$ cat config.mk
export PLATFORM = sky130hd
export DESIGN_NAME = booth_divider_seq_flat
export DESIGN_NICKNAME = d
export VERILOG_FILES = /design/src/rtl/booth_divider_seq_if.sv /design/src/rtl/booth_divider_seq.sv /design/src/flat_wrapper.sv
export SDC_FILE = /design/constraint.sdc
export NUM_CORES = 1
export LEC_CHECK = 0
export CAP_MARGIN = 5
export CORE_MARGIN = 2
export CORE_UTILIZATION = 47
export CTS_BUF_LIST = sky130_fd_sc_hd__clkbuf_8
export DETAILED_ROUTE_END_ITERATION = 8
export PLACE_DENSITY = 0.79
export SYNTH_ARGS = -nofsm -noshare
export SYNTH_HDL_FRONTEND = slang
export SYNTH_SLANG_ARGS = --single-unit
$ cat constraint.sdc
create_clock -name clk -period 4.3 [get_ports clk]
set_input_delay 0.86 -clock clk [delete_from_list [all_inputs] [get_ports clk]]
set_output_delay 0.86 -clock clk [all_outputs]
set_load 0.1 [all_outputs]
$ cat src/rtl/booth_divider_seq_if.sv
// Start/busy/done handshake bundle for booth_divider_seq.
// BOOTH_DIV_OVF_FLAG_EN adds the MIN/-1 overflow flag.
interface booth_divider_seq_if #(
  parameter int WIDTH = 64
);
  logic             start;
  logic [WIDTH-1:0] dividend;
  logic [WIDTH-1:0] divisor;
  logic             busy;
  logic             done;
  logic [WIDTH-1:0] quotient;
  logic [WIDTH-1:0] remainder;
  logic             div_by_zero;
`ifdef BOOTH_DIV_OVF_FLAG_EN
  logic             overflow;

  modport master (output start, dividend, divisor,
                  input  busy, done, quotient, remainder, div_by_zero, overflow);
  modport slave  (input  start, dividend, divisor,
                  output busy, done, quotient, remainder, div_by_zero, overflow);
`else
  modport master (output start, dividend, divisor,
                  input  busy, done, quotient, remainder, div_by_zero);
  modport slave  (input  start, dividend, divisor,
                  output busy, done, quotient, remainder, div_by_zero);
`endif
endinterface

$ cat src/rtl/booth_divider_seq.sv
// Sequential signed divider: radix-2 restoring division on magnitudes, then sign fix.
// Optional macro BOOTH_DIV_OVF_FLAG_EN enables the overflow output for MIN / -1.
module booth_divider_seq #(
  parameter int WIDTH = 64
) (
  input  logic               clk,
  input  logic               rst_n,
  booth_divider_seq_if.slave bus
);
  localparam int CW = $clog2(WIDTH);

  typedef enum logic [1:0] {IDLE, CALC, FIX, DONE} state_t;

  state_t           state, state_nx;
  logic [CW-1:0]    cnt;
  logic [WIDTH-1:0] p;     // partial remainder magnitude
  logic [WIDTH-1:0] q;     // dividend magnitude shifting out, quotient bits shifting in
  logic [WIDTH-1:0] dmag;
  logic             sa, sb, dz;
  logic [WIDTH:0]   p_sh;
  logic [WIDTH-1:0] p_sub;
  logic             ge;
  logic             accept;

  function automatic logic [WIDTH-1:0] mag(input logic [WIDTH-1:0] v);
    return v[WIDTH-1] ? -v : v;
  endfunction

  assign accept = (state == IDLE) && bus.start;

  // True difference is below dmag, so the low WIDTH bits hold it exactly.
  assign p_sh  = {p, q[WIDTH-1]};
  assign ge    = p_sh >= {1'b0, dmag};
  assign p_sub = p_sh[WIDTH-1:0] - dmag;

  always_ff @(posedge clk or negedge rst_n) begin
    if (!rst_n) state <= IDLE;
    else        state <= state_nx;
  end

  always_comb begin
    state_nx = state;
    case (state)
      IDLE: if (bus.start) state_nx = (bus.divisor == '0) ? FIX : CALC;
      CALC: if (cnt == '0) state_nx = FIX;
      FIX:  state_nx = DONE;
      DONE: state_nx = IDLE;
      default: state_nx = IDLE;
    endcase
  end

  always_comb begin
    bus.busy = (state != IDLE);
    bus.done = (state == DONE);
  end

`ifdef BOOTH_DIV_OVF_FLAG_EN
  logic ovf_c;

  always_ff @(posedge clk or negedge rst_n) begin
    if (!rst_n) begin
      ovf_c        <= 1'b0;
      bus.overflow <= 1'b0;
    end else if (accept) begin
      ovf_c        <= (bus.dividend == {1'b1, {(WIDTH-1){1'b0}}}) && (bus.divisor == '1);
      bus.overflow <= 1'b0;
    end else if (state == FIX) begin
      bus.overflow <= ovf_c;
    end
  end
`endif

  always_ff @(posedge clk or negedge rst_n) begin
    if (!rst_n) begin
      cnt             <= '0;
      p               <= '0;
      q               <= '0;
      dmag            <= '0;
      sa              <= 1'b0;
      sb              <= 1'b0;
      dz              <= 1'b0;
      bus.quotient    <= '0;
      bus.remainder   <= '0;
      bus.div_by_zero <= 1'b0;
    end else begin
      case (state)
        IDLE: if (bus.start) begin
          sa              <= bus.dividend[WIDTH-1];
          sb              <= bus.divisor[WIDTH-1];
          q               <= mag(bus.dividend);
          dmag            <= mag(bus.divisor);
          p               <= '0;
          cnt             <= CW'(WIDTH-1);
          dz              <= (bus.divisor == '0);
          bus.div_by_zero <= 1'b0;
        end
        CALC: begin
          p   <= ge ? p_sub : p_sh[WIDTH-1:0];
          q   <= {q[WIDTH-2:0], ge};
          cnt <= cnt - 1'b1;
        end
        FIX: begin
          // With a zero divisor q still holds |dividend|, so the remainder rebuilds the dividend.
          if (dz) begin
            bus.quotient    <= '1;
            bus.remainder   <= sa ? -q : q;
            bus.div_by_zero <= 1'b1;
          end else begin
            bus.quotient    <= (sa ^ sb) ? -q : q;
            bus.remainder   <= sa ? -p : p;
          end
        end
        default: ;
      endcase
    end
  end
endmodule

$ cat src/flat_wrapper.sv
// flat-port wrapper written by rule: the top's interface ports become plain ports
module booth_divider_seq_flat 
#(
  parameter int WIDTH = 64
)
  (clk, rst_n, bus_start, bus_dividend, bus_divisor, bus_busy, bus_done, bus_quotient, bus_remainder, bus_div_by_zero);
  booth_divider_seq_if #(.WIDTH(WIDTH)) bus_i ();
  input  logic clk;
  input  logic rst_n;
  input wire logic [$bits(bus_i.start)-1:0] bus_start;
  input wire logic [$bits(bus_i.dividend)-1:0] bus_dividend;
  input wire logic [$bits(bus_i.divisor)-1:0] bus_divisor;
  output wire logic [$bits(bus_i.busy)-1:0] bus_busy;
  output wire logic [$bits(bus_i.done)-1:0] bus_done;
  output wire logic [$bits(bus_i.quotient)-1:0] bus_quotient;
  output wire logic [$bits(bus_i.remainder)-1:0] bus_remainder;
  output wire logic [$bits(bus_i.div_by_zero)-1:0] bus_div_by_zero;
  assign bus_i.start = bus_start;
  assign bus_i.dividend = bus_dividend;
  assign bus_i.divisor = bus_divisor;
  assign bus_busy = bus_i.busy;
  assign bus_done = bus_i.done;
  assign bus_quotient = bus_i.quotient;
  assign bus_remainder = bus_i.remainder;
  assign bus_div_by_zero = bus_i.div_by_zero;
  booth_divider_seq #(.WIDTH(WIDTH)) u_core (.clk(clk), .rst_n(rst_n), .bus(bus_i));
endmodule
* After elaboration in Yosys (flattened, before gate mapping) *
Index checks and enable logic that the tools add are counted.

word-level totals
  word-level logic and storage cells = 56
  output and inout port bits = 131
  register bits = 332
  input port bits = 131

cells by class
  $add $sub $neg = 6
  equality and inequality tests = 6
  muxes and demuxes = 21
  $lt $le $gt $ge = 1
  bitwise logic cells = 1
  reduce and logical (&&, ||, !) cells = 10

operators by type and width
  operator                                                                  number
  64-bit two-way mux                                                        10
  64-bit negation                                                           4
  64-bit one-hot mux with 2 select lines                                    2
  65-bit by 64-bit greater-or-equal comparator with 1-bit output            1
  64-bit logical NOT                                                        1
  64-bit subtractor                                                         1
  6-bit one-hot mux with 2 select lines                                     1
  2-bit one-hot mux with 4 select lines                                     1
  6-bit logical NOT                                                         1
  2-bit two-way mux                                                         3
  6-bit two-way mux                                                         1
  2-bit AND reduction                                                       3
  2-bit nonzero test                                                        3
  6-bit by 1-bit subtractor with 6-bit output (second input constant)       1
  2-bit == test (second input constant)                                     2
  2-bit by 1-bit inequality test with 1-bit output (second input constant)  2
  3-bit AND reduction                                                       1
  2-bit by 1-bit == test with 1-bit output (second input constant)          1
  2-bit logical NOT                                                         1
  1-bit two-way mux                                                         2
  2-bit inequality test (second input constant)                             1
  1-bit one-hot mux with 2 select lines                                     1
  1-bit XOR                                                                 1

* Longest topological paths before layout *
Gate-level depths: netlist (run 1).

  word-level depth = 4
  mapped depth = 16
  mapped depth without buffers = 15

* Worst setup path after synthesis (run 1) *
No wires, ideal clock.

  path kind = input-to-reg
  start = input port bus_divisor[16]
  end = register u_core.dmag[59]
  library setup time = 0.129 ns
  setup slack = 0.343 ns
  data required time = 4.171 ns
  arrival time = 3.827 ns
  cell stages on the path = 11
  buffers on the path = 0
  path through = or3_1 or4_4 nor2_2 nand4b_2 or3_1 or3_1 or2_1 or3_1 o31ai_1 xor2_1 o21ai_1

on the way
  longest elaborated chain between the ends = 2

ends and longest elaborated chain
  item                  line                     source
  from (decl)           flat_wrapper.sv:12       input wire logic [$bits(bus_i.divisor)-1:0] bus_divisor;
  64-bit negation       booth_divider_seq.sv:26  return v[WIDTH-1] ? -v : v;
  64-bit two-way mux    booth_divider_seq.sv:26
  to (signal assigned)  booth_divider_seq.sv:91  dmag <= mag(bus.divisor);
  to (decl)             booth_divider_seq.sv:18  logic [WIDTH-1:0] dmag;

Every way passes these cells.
A chain may end at the register's enable or synchronous reset.

* Final worst setup path (run 1) *
  start = register u_core.q[63]
  end = register u_core.p[62]

on the way
  longest elaborated chain between the ends = 3
  elaborated cells on any way between the ends = 4
  those cells by class = add/sub: 1; order compare: 1; mux: 2

ends and longest elaborated chain
  item                                                                                                        line                                              source
  from (decl)                                                                                                 booth_divider_seq.sv:17                           logic [WIDTH-1:0] q;
  from (signal assigned)                                                                                      booth_divider_seq.sv:90                           q <= mag(bus.dividend);
  from (signal assigned)                                                                                      booth_divider_seq.sv:99                           q <= {q[WIDTH-2:0], ge};
  64-bit subtractor / 65-bit by 64-bit greater-or-equal comparator with 1-bit output (equally long branches)  booth_divider_seq.sv:34, booth_divider_seq.sv:33
  64-bit two-way mux (*)                                                                                      booth_divider_seq.sv:98                           p <= ge ? p_sub : p_sh[WIDTH-1:0];
  64-bit one-hot mux with 2 select lines (*)                                                                  booth_divider_seq.sv:86                           case (state)
  to (signal assigned)                                                                                        booth_divider_seq.sv:98
  to (decl)                                                                                                   booth_divider_seq.sv:16                           logic [WIDTH-1:0] p;

Every way passes the cells marked *; elsewhere a longest branch is shown, timed or not.

==> results.txt, run 1 <==
----------------------------------------------------
[Outcome]
  Status ... completed

[Global route]
  Total global routing track utilization ... between 20% and 30%
  Via count of the first global-routing pass ... 21600
  Pin count of the biggest net entering global routing ... 196
  Remaining Overflow, GRT ... 0
  Global-route wire length before repair ... 120000 um
  Initial antenna violation count ... 0

[Logic synthesis]
  Leading register cell type out of synthesis ... sky130_fd_sc_hd__dfrtp_1
  Syn_area_per_cell ... 7.93 um^2
  Count of state elements after synthesis ... 332
  Ranking of synthesized cells by area ... sky130_fd_sc_hd__dfrtp_1 34%, sky130_fd_sc_hd__xor2_1 8.1%, sky130_fd_sc_hd__a21oi_1 6.5%
  Total of warnings raised by yosys ... 0
  Count of distinct cell types in the synthesized netlist ... 74
  Share of the synthesized area in the top cell type ... 34.1%
  Nets in the synthesized netlist ... 3279
  Part of the Yosys area used for sequential elements ... about a third
  Summed instance area of the synthesized netlist ... 0.0244 mm^2
  Cell type with the highest aggregate area in the netlist ... sky130_fd_sc_hd__dfrtp_1
  Post-synth ARST share ... 100%
  Gate Count Post-Synth ... 3073
  Number of enable-type register cells in the synthesized netlist ... 0

[Layout]
  Finished Layout Cells ... between 3000 and 4000
  Fraction of layout cells with a size suffix above 1 ... 7.75%
  Synthesis-to-finish area growth ... 19.0%
  Most common library cell in the layout ignoring fill and taps ... sky130_fd_sc_hd__nand2_1
  Commonest non-fill, non-tap cells in the layout ... 362 x sky130_fd_sc_hd__nand2_1, 330 x sky130_fd_sc_hd__dfrtp_1, 315 x sky130_fd_sc_hd__a21oi_1, 291 x sky130_fd_sc_hd__o21ai_0, 268 x sky130_fd_sc_hd__nor2_1
  Total number of nets in the final design ... 3468
  Area of all placed cells without fillers ... 0.0290 mm^2

[Clock network]
  Number of buffers added by the clock tree synthesis step ... 55
  Clock tree sinks ... 332
  CTS tree ... built
  Post-CTS setup buffers ... 0
  CTS resizes ... 0
  Source-to-sink clock delay at the later pin of the worst-skew pair ... 0.67 ns
  Max clock buf depth ... 3
  Max H-tree Level ... 2
  Clock-pin slew reported for the worst setup and hold paths after clock tree synthesis ... about 0.06 ns
  Root buffer selected by CTS ... sky130_fd_sc_hd__clkbuf_8
  Hold_buf cts ... 0

[Detailed routing]
  Number of DRC violations after detailed routing ... 0
  Vias per cell ... 5.86
  Via count of the routed design ... 23300
  Count of antenna-violating nets left after detailed routing ... 0
  Average wire per cell in the routed design ... roughly 19 um
  First-pass iteration count of the detailed router ... 5
  Initial detailed-routing violation count ... 2120
  Final wirelength ... 75900 um

[STA]
  Remaining max-slew budget at the tightest pin ... 24.5%
  Final setup viols ... 0
  Tightest Pin Transition ... 1.13 ns
  Number of endpoints with negative hold slack in the final report ... 0
  Fin crit share ... 92.4%
  Maximum clock skew at final layout ... 0.0284 ns
  Count of final max-slew check failures ... 0
  Worst setup margin ... 0.325 ns
  Worst Hold Slack ... 0.248 ns
  Shortest period the worst path allows ... 3.97 ns
  Setup repair after global routing missed its margin ... no
  Max Freq ... about 0.25 GHz

[Floorplanning]
  Horizontal die dimension ... 232 um
  Row count ... 83
  Die Height ... about 230 um
  I/O pin count ... about 260
  Die Area ... 0.0537 mm^2
  Area of the core region ... about 0.05 mm^2
  Starting utilization of the core area ... ~47%

[Place]
  # placed instances ... 3885
  Half-perimeter wire length after detailed placement ... 56100 um
  Worst Setup Slack post-DPL ... -0.321 ns
  Port-buffer cells ... 261
  Post-DP Area ... 0.0279 mm^2
  Final estimated routing congestion in global placement ... 0.958

[Critical path]
  Classification of the worst setup path ... reg -> reg
  Worst Path Required ... 4.88 ns
  Critical path capture point type ... flip-flop
  Data arrival at the endpoint of the critical path ... roughly 4.6 ns
  CP Launch Type ... flip-flop
  Biggest fanout along the worst timing path ... 3

[Run]
  Number of maximum-capacitance violations ... 0

[Hold path]
  Worst min path class ... in -> async

----------------------------------------------------
-- critical path, cell delays in order, from the launching register on --
cell,delay [ns]
sky130_fd_sc_hd__dfrtp_1,0.46
sky130_fd_sc_hd__inv_1,0.14
sky130_fd_sc_hd__ha_1,0.19
sky130_fd_sc_hd__inv_1,0.06
sky130_fd_sc_hd__fa_1,0.39
sky130_fd_sc_hd__a21o_1,0.19
sky130_fd_sc_hd__a221oi_1,0.39
sky130_fd_sc_hd__a22o_1,0.25
sky130_fd_sc_hd__o311ai_0,0.18
sky130_fd_sc_hd__a21oi_1,0.32
sky130_fd_sc_hd__o32ai_1,0.20
sky130_fd_sc_hd__o31a_1,0.36
sky130_fd_sc_hd__a21boi_0,0.27
sky130_fd_sc_hd__o21ai_0,0.16
sky130_fd_sc_hd__xnor2_1,0.15
sky130_fd_sc_hd__o21ai_0,0.16
-- registers in the layout, summed over array words and instances (netlist names), 2 cells and up --
| register | flops |
|---|---|
| u_core.bus.quotient | 64 |
| u_core.bus.remainder | 64 |
| u_core.dmag | 64 |
| u_core.p | 64 |
| u_core.q | 64 |
| u_core.cnt | 6 |
| u_core.state | 2 |
-- synthesized netlist by cell type, drive strengths merged (9+ instances only) --
| cell type | instances |
|---|---|
| nand2 | 364 |
| dfrtp | 332 |
| a21oi | 318 |
| o21ai | 301 |
| nor2 | 270 |
| xor2 | 224 |
| clkbuf | 203 |
| xnor2 | 139 |
| inv | 118 |
| ha | 74 |
| or3 | 70 |
| o31ai | 68 |
| a22oi | 48 |
| o22ai | 46 |
| a21o | 42 |
| o41ai | 39 |
| nor3 | 33 |
| or4 | 33 |
| buf | 30 |
| nand3 | 29 |
| nand4 | 29 |
| nor4 | 28 |
| nand2b | 26 |
| mux2 | 21 |
| o211ai | 21 |
| o21bai | 20 |
| or2 | 18 |
| mux2i | 16 |
| nor2b | 14 |
| and3 | 13 |
| a31oi | 9 |
-- path summary, 6_finish.rpt --
| path | cells after the start | from | to | slack [ns] |
|---|---|---|---|---|
| min reg2reg | 2 | u_core.dmag[36] | u_core.dmag[36] | 0.48 |
| max in group asynchronous | 2 | rst_n | u_core.dmag[58] | 3.09 |
| min in group clk | 2 | u_core.dmag[36] | u_core.dmag[36] | 0.48 |
| max reg2reg | 15 | u_core.q[63] | u_core.p[62] | 0.33 |
| min | 1 | rst_n | u_core.bus.quotient[20] | 0.25 |
| max | 15 | u_core.q[63] | u_core.p[62] | 0.33 |
-- metal layers --
| layer | part of all wire (%) | up-vias | track usage, % |
|---|---|---|---|
| met4 | 2.1 | 0 | 7.19 |
| li1 | - | 11200 | - |
| met1 | 45 | 11000 | 41.1 |
| met5 | 0 | - | 0 |
| met2 | 44 | 1024 | 41.8 |
| met3 | 9.1 | 105 | 5.23 |
-- logic make-up (layout without fill, tap and decap cells) --
family          after synthesis  count (layout)  synth area share, %
flops                       332             332                 34.1
compound gates              969             969                 23.6
buf+inv                     351             582                 5.50
fa+ha+maj                    75              75                 3.88
simple gates                945             945                 18.1
mux                          38              38                 1.72
xor+xnor                    363             363                 13.1
other cells                   0               1                    0
-- per-stage QoR --
step | TNS, ns | util, %
floorplan | 0 | -
global placement | -0.784 | 54.3
detailed placement | -1.50 | 54.3
CTS | 0 | 56.5
global route | 0 | 56.5
finish | 0 | 56.5
-- cell type report --
type,instances,area [um^2]
flip-flops and latches,332,8320
well taps,680,851
inverters,118,443
fillers,4760,22300
diodes,1,2.50
repair buffers,365,3450
clock inverters,28,154
clock buffers,71,977
multi-input cells,2390,14800
Power of run 1 is left out: the tool's default activity adds up to more than one toggle a clock period on the data nets, which glitch-free logic cannot reach.
==> run 2, diff against run 1 <==
--- a/config.mk
+++ b/config.mk
@@ -7,10 +7,11 @@
 export LEC_CHECK = 0
 export CAP_MARGIN = 5
 export CORE_MARGIN = 2
-export CORE_UTILIZATION = 47
+export CORE_UTILIZATION = 59
 export CTS_BUF_LIST = sky130_fd_sc_hd__clkbuf_8
 export DETAILED_ROUTE_END_ITERATION = 8
-export PLACE_DENSITY = 0.79
+export PLACE_DENSITY = 0.94
+export SKIP_LAST_GASP = 1
 export SYNTH_ARGS = -nofsm -noshare
 export SYNTH_HDL_FRONTEND = slang
 export SYNTH_SLANG_ARGS = --single-unit
==> run 2 against run 1 <==
Die area down 20%. Wire length down 0.93%. Cell area down 0.98%. Global-route usage up 6.4 points. Count of clock-buffer cells in the layout down 4. Cell count down 4.1%. Worst hold slack better by 0.024 ns. Core utilization up 14 points. First-iteration DRC count up 42%.
==> results.txt, run 2 (same netlist as run 1, synthesis figures left out) <==
----------------------------------------------------
[Global route]
  Routing usage on met2 ... 52.1% (was 41.8%)
  Global routing usage on met3 ... 6.66% (was 5.23%)
  GRT busiest layer ... met2 (unchanged)
  Pin count of the biggest net entering global routing ... 127 (was 196)
  Total global routing track utilization ... 34.3% (was 27.9%)
  Global-route wire length before repair ... 121000 um (was 120000 um)
  Initial antenna violation count ... 1 (was 0)
  Met1 capacity usage during global routing ... 48.5% (was 41.1%)
  Via count of the first global-routing pass ... 22500 (was 21600)
  Remaining Overflow, GRT ... 0 (unchanged)

[Layout]
  Fraction of layout cells with a size suffix above 1 ... 7.20% (was 7.75%)
  Fill cells ... 3063 (was 4760)
  Most common library cell in the layout ignoring fill and taps ... sky130_fd_sc_hd__nand2_1 (unchanged)
  Total number of nets in the final design ... 3455 (was 3468)
  Antenna diode count ... 0 (was 1)
  Area of all placed cells without fillers ... 0.0287 mm^2 (was 0.0290 mm^2)
  Commonest non-fill, non-tap cells in the layout ... 362 x sky130_fd_sc_hd__nand2_1, 330 x sky130_fd_sc_hd__dfrtp_1, 315 x sky130_fd_sc_hd__a21oi_1, 291 x sky130_fd_sc_hd__o21ai_0, 268 x sky130_fd_sc_hd__nor2_1 (unchanged)
  Synthesis-to-finish area growth ... 17.8% (was 19.0%)

[Clock network]
  CTS resizes ... 0 (unchanged)
  CTS tree ... built (unchanged)
  Number of buffers added by the clock tree synthesis step ... 54 (was 55)
  Hold_buf cts ... 0 (unchanged)
  Source-to-sink clock delay at the later pin of the worst-skew pair ... 0.66 ns (was 0.67 ns)
  Clock tree sinks ... 332 (unchanged)
  Max clock buf depth ... 3 (unchanged)
  Max H-tree Level ... 2 (unchanged)
  Clock-pin slew reported for the worst setup and hold paths after clock tree synthesis ... 0.06 ns (about the same)
  Root buffer selected by CTS ... sky130_fd_sc_hd__clkbuf_8 (unchanged)
  Post-CTS setup buffers ... 0 (unchanged)

[Detailed routing]
  Average wire per cell in the routed design ... 19.7 um (was 19.0 um)
  Vias per cell ... 6.32 (was 5.86)
  First-pass iteration count of the detailed router ... 7 (was 5)
  Count of antenna-violating nets left after detailed routing ... 0 (unchanged)
  Initial detailed-routing violation count ... 3003 (was 2120)
  Final wirelength ... 75200 um (was 75900 um)
  Number of DRC violations after detailed routing ... 0 (unchanged)
  Via count of the routed design ... 24100 (was 23300)

[Critical path]
  Critical path capture point type ... flip-flop (unchanged)
  Classification of the worst setup path ... reg -> reg (unchanged)
  Biggest fanout along the worst timing path ... 9 (was 3)
  CP Launch Type ... flip-flop (unchanged)
  Worst Path Required ... 4.80 ns (was 4.88 ns)
  Data arrival at the endpoint of the critical path ... 4.49 ns (was 4.55 ns)

[Floorplanning]
  Horizontal die dimension ... 207 um (was 232 um)
  Starting utilization of the core area ... 59.7% (was 47.5%)
  Die Height ... 207 um (was 232 um)
  I/O pin count ... 262 (unchanged)
  Row count ... 74 (was 83)
  Die Area ... 0.0429 mm^2 (was 0.0537 mm^2)
  Area of the core region ... 0.0408 mm^2 (was 0.0513 mm^2)

[Outcome]
  Status ... completed (unchanged)

[STA]
  Setup repair after global routing missed its margin ... no (unchanged)
  Maximum clock skew at final layout ... 0.0288 ns (was 0.0284 ns)
  Count of final max-slew check failures ... 0 (unchanged)
  Number of endpoints with negative hold slack in the final report ... 0 (unchanged)
  Final TNS setup ... 0 ns (unchanged)
  Shortest period the worst path allows ... 3.99 ns (was 3.97 ns)
  Final setup viols ... 0 (unchanged)
  Remaining max-slew budget at the tightest pin ... 24.5% (about the same)
  Max Freq ... 0.251 GHz (was 0.252 GHz)
  Fin crit share ... 92.7% (was 92.4%)
  Tightest Pin Transition ... 1.13 ns (about the same)
  Worst Hold Slack ... 0.272 ns (was 0.248 ns)

[Place]
  Post-DP Area ... 0.0276 mm^2 (was 0.0279 mm^2)
  Half-perimeter wire length after detailed placement ... 54800 um (was 56100 um)
  Final estimated routing congestion in global placement ... 1.00 (was 0.958)
  Port-buffer cells ... 261 (unchanged)

[Hold path]
  Worst min path class ... in -> async (unchanged)

[Run]
  Number of maximum-capacitance violations ... 0 (unchanged)

----------------------------------------------------
[run 2: cell type report]
type                            count  area [um^2]  share of cell area, %
Sequential cell                   332         8320                   29.0
Tap cell                          532          666                   2.32
Inverter                          118          443                   1.54
Clock buffer                       67          922                   3.21
Clock inverter                     30          203                  0.706
Multi-Input combinational cell   2390        14800                   51.6
Timing Repair Buffer              353         3360                   11.7
[run 2: path summary, 6_finish.rpt]
path	to	slack, ns	depth (start not counted)	startpoint
max	u_core.bus.remainder[49]	0.31	10	u_core.q[2]
min	u_core.bus.quotient[15]	0.27	1	rst_n
max reg2reg	u_core.bus.remainder[49]	0.31	10	u_core.q[2]
min reg2reg	u_core.dmag[20]	0.48	2	u_core.dmag[20]
max in group asynchronous	u_core.dmag[32]	3.02	2	rst_n
min in group clk	u_core.dmag[20]	0.48	2	u_core.dmag[20]
[run 2: critical path, stage by stage (launching register included)]
cell                       delay [ns]
sky130_fd_sc_hd__dfrtp_1         0.49
sky130_fd_sc_hd__or4_4           0.56
sky130_fd_sc_hd__or4_4           0.59
sky130_fd_sc_hd__nand4b_4        0.26
sky130_fd_sc_hd__or4_4           0.49
sky130_fd_sc_hd__or3_4           0.37
sky130_fd_sc_hd__or4_4           0.52
sky130_fd_sc_hd__nand2_2         0.09
sky130_fd_sc_hd__xnor2_1         0.07
sky130_fd_sc_hd__a21oi_1         0.28
sky130_fd_sc_hd__a21oi_1         0.11
[run 2: per-stage QoR]
stage	util (%)	setup slack, ns	instances
after detailed placement	67.6	-0.267	3725
final	70.3	0.314	3822
after floorplan	-	0.343	3073
after global placement	67.6	-0.173	3725
after global routing	70.3	0.115	3822
after CTS	70.3	0.387	3822
[run 2: metal layers]
| layer | vias to the layer above | wire length, um |
|---|---|---|
| met2 | 1503 | 32900 |
| met3 | 221 | 8760 |
| met4 | 2 | 2930 |
| li1 | 11200 | - |
| met5 | - | 11 |
| met1 | 11200 | 30500 |
Power of run 2 is left out for the same reason.
